==> config.mk <==
export PLATFORM = sky130hd
export DESIGN_NAME = c2h_multiflow_gen
export DESIGN_NICKNAME = d
export VERILOG_FILES = /design/src/rtl/c2h_multiflow_gen.sv
export SDC_FILE = /design/constraint.sdc
export NUM_CORES = 1
export LEC_CHECK = 0
export CAP_MARGIN = 30
export CORE_AREA = 4 4 260 262
export CTS_CLUSTER_DIAMETER = 30
export DETAILED_ROUTE_END_ITERATION = 8
export DIE_AREA = 0 0 264 266
export GPL_TIMING_DRIVEN = 1
export PLACE_DENSITY = 0.61
export SYNTH_ARGS = -nofsm -noshare
export SYNTH_HDL_FRONTEND = slang
export SYNTH_SLANG_ARGS = --single-unit
export TNS_END_PERCENT = 10
==> constraint.sdc <==
create_clock -name axi_aclk -period 5.01 [get_ports axi_aclk]
set_input_delay 0.501 -clock axi_aclk [delete_from_list [all_inputs] [get_ports axi_aclk]]
set_output_delay 0.501 -clock axi_aclk [all_outputs]
set_load 0.01 [all_outputs]
==> src/rtl/c2h_multiflow_gen.sv <==
// c2h_multiflow_gen: credit-gated, round-robin packet generator for NUM_FLOWS
// flows driving the QDMA C2H AXI-Stream slave directly (no FIFO).
// Ports:
//   axi_aclk/axi_aresetn      clock, async active-low reset
//   control_reg               bit1 rising edge = start, bit2 level = stop
//   txr_size/num_pkt/flow_en  run configuration, sampled at start
//   credit_in/flow/updt       per-flow credit add strobe (saturating)
//   c2h_t*                    AXI-Stream master, c2h_tid = flow index
//   c2h_end                   one-cycle run-complete pulse
//   busy                      high whenever the FSM is not IDLE
module c2h_multiflow_gen #(
    parameter int unsigned C_DATA_WIDTH = 512,
    parameter int unsigned TM_DSC_BITS  = 16,
    parameter int unsigned NUM_FLOWS    = 4,
    parameter int unsigned FID_W        = $clog2(NUM_FLOWS)
) (
    input  logic                      axi_aclk,
    input  logic                      axi_aresetn,
    input  logic [31:0]               control_reg,
    input  logic [15:0]               txr_size,
    input  logic [10:0]               num_pkt,
    input  logic [NUM_FLOWS-1:0]      flow_en,
    input  logic [TM_DSC_BITS-1:0]    credit_in,
    input  logic [FID_W-1:0]          credit_flow,
    input  logic                      credit_updt,
    output logic [C_DATA_WIDTH-1:0]   c2h_tdata,
    output logic [C_DATA_WIDTH/8-1:0] c2h_tkeep,
    output logic [FID_W-1:0]          c2h_tid,
    output logic                      c2h_tvalid,
    output logic                      c2h_tlast,
    input  logic                      c2h_tready,
    output logic                      c2h_end,
    output logic                      busy
);

    localparam int unsigned BYTES  = C_DATA_WIDTH / 8;
    localparam int unsigned LANES  = C_DATA_WIDTH / 32;
    localparam int unsigned BEAT_W = 16;
    localparam int unsigned CNT_W  = 11;

    typedef enum logic [1:0] {S_IDLE, S_ARB, S_SEND, S_DONE} state_e;

    state_e                   state_q, state_d;
    logic                     start_prev_q, start_prev_d;
    logic [BEAT_W-1:0]        beats_q, beats_d;
    logic [BYTES-1:0]         last_keep_q, last_keep_d;
    logic [CNT_W-1:0]         rem_q [NUM_FLOWS];
    logic [CNT_W-1:0]         rem_d [NUM_FLOWS];
    logic [CNT_W-1:0]         seq_q [NUM_FLOWS];
    logic [CNT_W-1:0]         seq_d [NUM_FLOWS];
    logic [TM_DSC_BITS-1:0]   credit_q [NUM_FLOWS];
    logic [TM_DSC_BITS-1:0]   credit_d [NUM_FLOWS];
    logic [TM_DSC_BITS:0]     cred_sum [NUM_FLOWS];
    logic [FID_W-1:0]         rr_q, rr_d;
    logic [FID_W-1:0]         cur_q, cur_d;
    logic [BEAT_W-1:0]        beat_q, beat_d;
    logic [BEAT_W-1:0]        nxt_beat;
    logic [C_DATA_WIDTH-1:0]  tdata_q, tdata_d;
    logic [BYTES-1:0]         tkeep_q, tkeep_d;
    logic [FID_W-1:0]         tid_q, tid_d;
    logic                     tvalid_q, tvalid_d;
    logic                     tlast_q, tlast_d;
    logic                     end_q, end_d;
    logic                     busy_q, busy_d;

    logic                     start_c;
    logic                     stop_c;
    logic                     gnt_vld;
    logic [FID_W-1:0]         gnt_idx;
    logic                     any_rem;
    logic                     unused_ctrl;

    assign start_c     = control_reg[1] & ~start_prev_q;
    assign stop_c      = control_reg[2];
    assign nxt_beat    = beat_q + BEAT_W'(1);
    assign unused_ctrl = ^{control_reg[31:3], control_reg[0]};

    // Every 32-bit lane carries {flow, beat index, 5'b0, sequence}.
    function automatic logic [C_DATA_WIDTH-1:0] build_beat(input logic [FID_W-1:0] f,
                                                            input logic [7:0]       b,
                                                            input logic [CNT_W-1:0] s);
        logic [C_DATA_WIDTH-1:0] r;
        r = '0;
        for (int unsigned l = 0; l < LANES; l++) begin
            r[l*32 +: 32] = {8'(f), b, 5'b0, s};
        end
        return r;
    endfunction

    // Saturating credit add per flow.
    always_comb begin
        for (int f = 0; f < NUM_FLOWS; f++) begin
            cred_sum[f] = {1'b0, credit_q[f]} + {1'b0, credit_in};
        end
    end

    // Round-robin search: lowest offset from rr_q wins, so scan offsets downward.
    always_comb begin
        logic [FID_W-1:0] cand;
        gnt_vld = 1'b0;
        gnt_idx = '0;
        any_rem = 1'b0;
        for (int i = NUM_FLOWS - 1; i >= 0; i--) begin
            cand = FID_W'((int'(rr_q) + i) % NUM_FLOWS);
            if (rem_q[cand] != '0 && credit_q[cand] != '0) begin
                gnt_vld = 1'b1;
                gnt_idx = cand;
            end
        end
        for (int f = 0; f < NUM_FLOWS; f++) begin
            if (rem_q[f] != '0) any_rem = 1'b1;
        end
    end

    // Next-state and registered-output logic.
    always_comb begin
        int unsigned keep_rem;
        state_d      = state_q;
        start_prev_d = control_reg[1];
        beats_d      = beats_q;
        last_keep_d  = last_keep_q;
        rem_d        = rem_q;
        seq_d        = seq_q;
        rr_d         = rr_q;
        cur_d        = cur_q;
        beat_d       = beat_q;
        tdata_d      = tdata_q;
        tkeep_d      = tkeep_q;
        tid_d        = tid_q;
        tvalid_d     = tvalid_q;
        tlast_d      = tlast_q;
        end_d        = 1'b0;
        keep_rem     = 32'(txr_size) % BYTES;

        // Credit adds apply in every state; the grant decrement below stacks on top.
        for (int f = 0; f < NUM_FLOWS; f++) begin
            credit_d[f] = credit_q[f];
            if (credit_updt && credit_flow == FID_W'(f)) begin
                credit_d[f] = cred_sum[f][TM_DSC_BITS] ? '1 : cred_sum[f][TM_DSC_BITS-1:0];
            end
        end

        case (state_q)
            S_IDLE: begin
                if (start_c && txr_size != '0 && num_pkt != '0 && flow_en != '0) begin
                    beats_d = BEAT_W'((32'(txr_size) + BYTES - 1) / BYTES);
                    for (int unsigned i = 0; i < BYTES; i++) begin
                        last_keep_d[i] = (keep_rem == 0) || (i < keep_rem);
                    end
                    for (int f = 0; f < NUM_FLOWS; f++) begin
                        rem_d[f] = flow_en[f] ? num_pkt : '0;
                        seq_d[f] = '0;
                    end
                    state_d = S_ARB;
                end
            end
            S_ARB: begin
                if (stop_c) begin
                    state_d = S_IDLE;
                end else if (gnt_vld) begin
                    credit_d[gnt_idx] = credit_d[gnt_idx] - TM_DSC_BITS'(1);
                    cur_d    = gnt_idx;
                    beat_d   = '0;
                    tvalid_d = 1'b1;
                    tid_d    = gnt_idx;
                    tdata_d  = build_beat(gnt_idx, 8'd0, seq_q[gnt_idx]);
                    tlast_d  = (beats_q == BEAT_W'(1));
                    tkeep_d  = tlast_d ? last_keep_q : '1;
                    state_d  = S_SEND;
                end else if (!any_rem) begin
                    end_d   = 1'b1;
                    state_d = S_DONE;
                end
            end
            S_SEND: begin
                if (tvalid_q && c2h_tready) begin
                    if (tlast_q) begin
                        tvalid_d     = 1'b0;
                        tlast_d      = 1'b0;
                        tkeep_d      = '0;
                        tdata_d      = '0;
                        rem_d[cur_q] = rem_q[cur_q] - CNT_W'(1);
                        seq_d[cur_q] = seq_q[cur_q] + CNT_W'(1);
                        rr_d         = (cur_q == FID_W'(NUM_FLOWS - 1)) ? '0 : cur_q + FID_W'(1);
                        state_d      = S_ARB;
                    end else begin
                        beat_d  = nxt_beat;
                        tdata_d = build_beat(cur_q, 8'(nxt_beat), seq_q[cur_q]);
                        tlast_d = (nxt_beat == beats_q - BEAT_W'(1));
                        tkeep_d = tlast_d ? last_keep_q : '1;
                    end
                end
            end
            S_DONE: begin
                state_d = S_IDLE;
            end
            default: state_d = S_IDLE;
        endcase

        busy_d = (state_d != S_IDLE);
    end

    // State and output registers.
    always_ff @(posedge axi_aclk or negedge axi_aresetn) begin
        if (!axi_aresetn) begin
            state_q      <= S_IDLE;
            start_prev_q <= 1'b0;
            beats_q      <= '0;
            last_keep_q  <= '0;
            for (int f = 0; f < NUM_FLOWS; f++) begin
                rem_q[f]    <= '0;
                seq_q[f]    <= '0;
                credit_q[f] <= '0;
            end
            rr_q     <= '0;
            cur_q    <= '0;
            beat_q   <= '0;
            tdata_q  <= '0;
            tkeep_q  <= '0;
            tid_q    <= '0;
            tvalid_q <= 1'b0;
            tlast_q  <= 1'b0;
            end_q    <= 1'b0;
            busy_q   <= 1'b0;
        end else begin
            state_q      <= state_d;
            start_prev_q <= start_prev_d;
            beats_q      <= beats_d;
            last_keep_q  <= last_keep_d;
            rem_q        <= rem_d;
            seq_q        <= seq_d;
            credit_q     <= credit_d;
            rr_q         <= rr_d;
            cur_q        <= cur_d;
            beat_q       <= beat_d;
            tdata_q      <= tdata_d;
            tkeep_q      <= tkeep_d;
            tid_q        <= tid_d;
            tvalid_q     <= tvalid_d;
            tlast_q      <= tlast_d;
            end_q        <= end_d;
            busy_q       <= busy_d;
        end
    end

    assign c2h_tdata  = tdata_q;
    assign c2h_tkeep  = tkeep_q;
    assign c2h_tid    = tid_q;
    assign c2h_tvalid = tvalid_q;
    assign c2h_tlast  = tlast_q;
    assign c2h_end    = end_q;
    assign busy       = busy_q;

endmodule

Word level (Yosys, flattened, before mapping). Index checks and enable logic that the tools add are counted.

Register bits: 835. Input bits: 85. Output and inout bits: 582. Logic and storage cells: 359.

Add/sub/neg operators: 15. Order comparisons: 72. Eq/ne operators: 15. Multiplexer cells: 117. Bitwise gates (word level): 9. Reductions and logical operators: 106.

Operators with widths (count): 512-bit two-way mux (3); 512-bit case mux with 2 select lines (1); 64-bit two-way mux (9); 506-bit two-way mux (1); 16-bit two-way mux (23); 44-bit two-way mux (6); 11-bit two-way mux (19); 6-bit < comparator, first input constant (32); 44-bit case mux with 2 select lines (2); 16-bit binary-select mux with 2-bit select (5); 11-bit binary-select mux with 2-bit select (7); 64-bit case mux with 2 select lines (1); 11-bit nonzero test (9); 5-bit by 6-bit < comparator with 1-bit output, first input constant (16); 44-bit bitwise mux (2); 16-bit nonzero test (5); 16-bit by 16-bit adder with 17-bit output (4); 64-bit bitwise mux (1); 1-bit logical OR (64); 4-bit by 6-bit < comparator with 1-bit output, first input constant (8); 16-bit demux with 2-bit select (1); 32-bit logical NOT (1); 16-bit case mux with 2 select lines (1); 16-bit by 1-bit subtractor with 16-bit output, second input constant (2); other kinds (33) (111).

Logic depth before layout (Yosys ltp).
Word-level depth: 20. Mapped depth: 16. Depth with buffers taken out: 15.

Worst setup path before layout. Ideal clock, no wire load.

Path kind: input to register. From: input port credit_in[0]. To: register credit_q[45] (netlist name). Library setup time: 0.087 ns. Data arrival time: 4.289 ns. Data required time: 4.923 ns. Setup slack: 0.634 ns. Cell stages on the path: 15. Path buffers: 2. Cells stage by stage: ha_1 -> fa_1 -> a211o_1 -> a31oi_4 -> o211ai_2 -> a41o_1 -> buf_6 -> o32a_1 -> a21oi_2 -> a22oi_2 -> or4b_4 -> or2_0 -> buf_2 -> or4_1 -> o211ai_1.

RTL lines: start: declaration (line 23) `input logic [TM_DSC_BITS-1:0] credit_in,`; end signal: assignment (line 232) `credit_q <= credit_d;`; end: declaration (line 51) `logic [TM_DSC_BITS-1:0] credit_q [NUM_FLOWS];`.

==> qor.tcl <==
set qor(cell_variety_after_synth) 88
set qor(initialDrtViolationCount) 1745
set qor(start_util) 0.369
set qor(transition_time_at_the_pin_with_the_least_slew_margin_ns) 1.05
set qor(holdBufCountCts) 0
set qor(clkSlewWorstSetupHoldPaths_ns) 0.05
set qor(setup_viol) 0
set qor(power-per-cell-area_nw_per_um2) 422
set qor(yosys-top-cells-area) {sky130_fd_sc_hd__dfrtp_1 (35%), sky130_fd_sc_hd__buf_4 (15%), sky130_fd_sc_hd__o21ai_0 (4.6%), sky130_fd_sc_hd__nand2_1 (4.4%), sky130_fd_sc_hd__ha_1 (3.8%)}
set qor(cts_post_setup_buffers_inserted) 0
set qor(timing.hold.worst.class) {in2async}
set qor(finalSetupTns_ns) 0
set qor(timing.critical_path.mode_cell) {sky130_fd_sc_hd__nor4_1}
set qor(post-route-period-util) 0.938
set qor(worstSetupEndpointType) {flop}
set qor(ys_seq_area_frac) 0.352
set qor(syn_to_final_growth_pct) 29.9
set qor(yosys.area.top_type_share) 0.352
set qor(status) {finished, violations left}
set qor(num_io_pins) 667
set qor(buffer_ports.inserted) 460
set qor(routed_wirelength_um) 83900
set qor(crit_path_max_fanout) 7
set qor(chipWidth_um) 264
set qor(synth_seq_cells) 339
set qor(final-seq-area_um2) 8480
set qor(min_period_ns) 4.70
set qor(leakagePower_nw) 13.6
set qor(dieHeight_um) 266
set qor(cap_violations) 0
set qor(postSynth.asyncResetShare) 1.00
set qor(drtPass1Iterations) 9
set qor(avgViaCountPerCell) 5.39
set qor(detail_route.drc_violations) 0
set qor(violations) {negative hold slack}
set qor(finish.net_count) 3194
set qor(fp.dieArea_um2) 70200
set qor(stdcell_area_um2) 31300
set qor(final_hold_viol_count) 30
set qor(global_route.overflow_total) 0
set qor(cp_buf_inv_count) 0
set qor(grt_antenna_before_repair) 12
set qor(max_transition_margin) 0.296
set qor(fp.coreArea_um2) 65400
set qor(syn-mean-instance-area_um2) 8.93
set qor(clockBufferDepth) 3
set qor(synth.most_common_cell) {sky130_fd_sc_hd__buf_4}
set qor(drive_above_1_share) 0.146
set qor(cts.root.buffer_cell) {sky130_fd_sc_hd__clkbuf_16}
set qor(max_freq_mhz) 213
set qor(synth_top_area_cell) {sky130_fd_sc_hd__dfrtp_1}
set qor(filler_cell_count) 6098
set qor(ir_worst_vdd_v) 0.000291
set qor(whs_ns) -0.0320
set qor(grt_setup_unrepaired) {no}
set qor(worst_skew_pair.late_latency_ns) 0.62
set qor(worst_path_largest_cell_delay_ns) 0.60
set qor(synth-warning-count) 0
set qor(worst_ep_required_time_ns) 5.51
set qor(cts_resized) 0
set qor(cts_sinks) 339
set qor(fin_util) 0.479
set qor(gp_congestion) 0.949
set qor(cp_cell_sequence) {nor4_1 -> nand4_1 -> and2_1 -> nor4_1 -> a311o_1 -> o21a_1 -> a22oi_2 -> or4b_4 -> or2_0 -> or4_1 -> o211ai_1}
set qor(timing_max_transition_violations_final) 0
set qor(startpoint_type) {flop}
set qor(detailed_place_hpwl_um) 61700
set qor(synth.cell_area_um2) 24100
set qor(fin_skew_ns) 0.0343
set qor(floorplan.rows) 94
set qor(synth_top_cells_by_count) {sky130_fd_sc_hd__buf_4 (492), sky130_fd_sc_hd__dfrtp_1 (339), sky130_fd_sc_hd__nand2_1 (285), sky130_fd_sc_hd__o21ai_0 (221), sky130_fd_sc_hd__nor2_1 (172)}
set qor(crit_path_dat_ns) 5.20
set qor(netlist_instances) 2701
set qor(cts_htree_levels) 3
set qor(dr_total_vias) 21414
set qor(tot_gr_track_use) 0.225
set qor(crit_type) {reg2reg}
set qor(cp_top_family) {simple AND/OR/NAND/NOR gates}
set qor(post_drt_wl_per_cell_um) 21.1
set qor(grt_first_pass_wirelength_um) 126000
set qor(grt_max_degree) 119
set qor(first_global_vias) 20710
set qor(count_of_nets_left_with_antenna_violations_after_detail_routing) 0
set qor(edff_count_synth) 0
set qor(tritoncts) {built}
set qor(detailed_place.area_um2) 28100
set qor(multi_input_area_um2) 12100
set qor(cts_made_buffers) 90
set qor(ys.flop_type) {sky130_fd_sc_hd__dfrtp_1}
set qor(critical_path.slowest_cell) {sky130_fd_sc_hd__nor4_1}
## cell type report
cell class / count / area share
flip-flops and latches: 339 / 0.271
clock buffers: 114 / 0.0796
repair buffers: 680 / 0.203
clock inverters: 50 / 0.0224
well taps: 864 / 0.0345
diodes: 6 / 0.000479
inverters: 26 / 0.00312
multi-input cells: 1894 / 0.386
## cell families (layout without fill, tap and decap cells)
logic type | Yosys count | in the layout | synth area share
AND/OR/NAND/NOR | 736 | 736 | 0.142
AO/OA/AOI/OAI | 728 | 728 | 0.207
buffers and inverters | 643 | 870 | 0.178
flip-flops | 339 | 339 | 0.352
XOR/XNOR | 114 | 114 | 0.0414
adder cells (fa/ha/maj) | 78 | 78 | 0.0417
multiplexers | 62 | 62 | 0.0378
other | 1 | 182 | 0.000156
## registers in the layout, indices dropped and copies added (netlist names)
signal	count
seq_q	44
c2h_end	1
last_keep_q	64
c2h_tlast	1
c2h_tkeep	64
c2h_tvalid	1
start_prev_q	1
beat_q	16
c2h_tdata	21
rr_q	2
beats_q	11
busy	1
credit_q	64
rem_q	44
state_q	2
c2h_tid	2
## metal layers
layer,part of all wire,vias up,GRT usage,wire length (um)
li1,-,9793,-,-
met1,0.44,10525,0.311,36800
met5,0.00080,-,0,67
met4,0.021,10,0.0581,1730
met3,0.076,144,0.0486,6340
met2,0.46,942,0.361,38900
## cells in the final DEF (no fill, tap or decap), types with 27 or more instances in the layout
cell type | netlist | routed
sky130_fd_sc_hd__clkdlybuf4s50_1 | 0 | 459
sky130_fd_sc_hd__nand2_1 | 285 | 285
sky130_fd_sc_hd__ha_1 | 74 | 74
sky130_fd_sc_hd__buf_4 | 492 | 211
sky130_fd_sc_hd__xor2_1 | 40 | 40
sky130_fd_sc_hd__clkbuf_16 | 0 | 91
sky130_fd_sc_hd__nor2_1 | 172 | 171
sky130_fd_sc_hd__a22oi_1 | 36 | 36
sky130_fd_sc_hd__nor3_1 | 43 | 43
sky130_fd_sc_hd__dfrtp_1 | 339 | 339
sky130_fd_sc_hd__a21o_1 | 42 | 42
sky130_fd_sc_hd__conb_1 | 1 | 176
sky130_fd_sc_hd__a21oi_1 | 103 | 102
sky130_fd_sc_hd__nand3_1 | 54 | 54
sky130_fd_sc_hd__o22ai_1 | 37 | 37
sky130_fd_sc_hd__mux2i_1 | 27 | 27
sky130_fd_sc_hd__a221o_1 | 67 | 67
sky130_fd_sc_hd__o21ai_0 | 221 | 220
sky130_fd_sc_hd__xnor2_1 | 74 | 74
sky130_fd_sc_hd__nor4_1 | 40 | 40
## per-stage QoR
step / setup WS (ns) / power (mW) / std cells / hold slack (ns)
floorplan: 0.634 / 5.56 / 2876 / 0.205
detailed placement: -0.132 / 7.14 / 3802 / 0.461
CTS: 0.354 / 13.2 / 3966 / 0.0175
finish: 0.311 / 13.2 / 3973 / -0.0320
global placement: -0.206 / 7.12 / 3801 / 0.455
global route: 0.157 / 13.8 / 3967 / 0.0485
## report_power, final
| part | total (mW) | internal (mW) | switching, mW |
|---|---|---|---|
| Sequential | 3.26 | 2.97 | 0.293 |
| Clock | 6.00 | 4.18 | 1.82 |
| Combinational | 3.95 | 1.80 | 2.15 |
## path summary, 6_finish.rpt
| kind | startpoint | endpoint | slack [ns] | cells after the start |
|---|---|---|---|---|
| worst max-delay path | credit_q[1] | credit_q[45] | 0.31 | 11 |
| worst max register to register | credit_q[1] | credit_q[45] | 0.31 | 11 |
| worst min-delay path | axi_aresetn | beats_q[5] | -0.03 | 1 |
| min in group axi_aclk | last_keep_q[0] | last_keep_q[0] | 0.47 | 1 |
| max in group asynchronous | axi_aresetn | c2h_tkeep[9] | 3.81 | 2 |
| worst min register to register | last_keep_q[0] | last_keep_q[0] | 0.47 | 1 |
No activity file was read; power rests on OpenSTA's default activity.
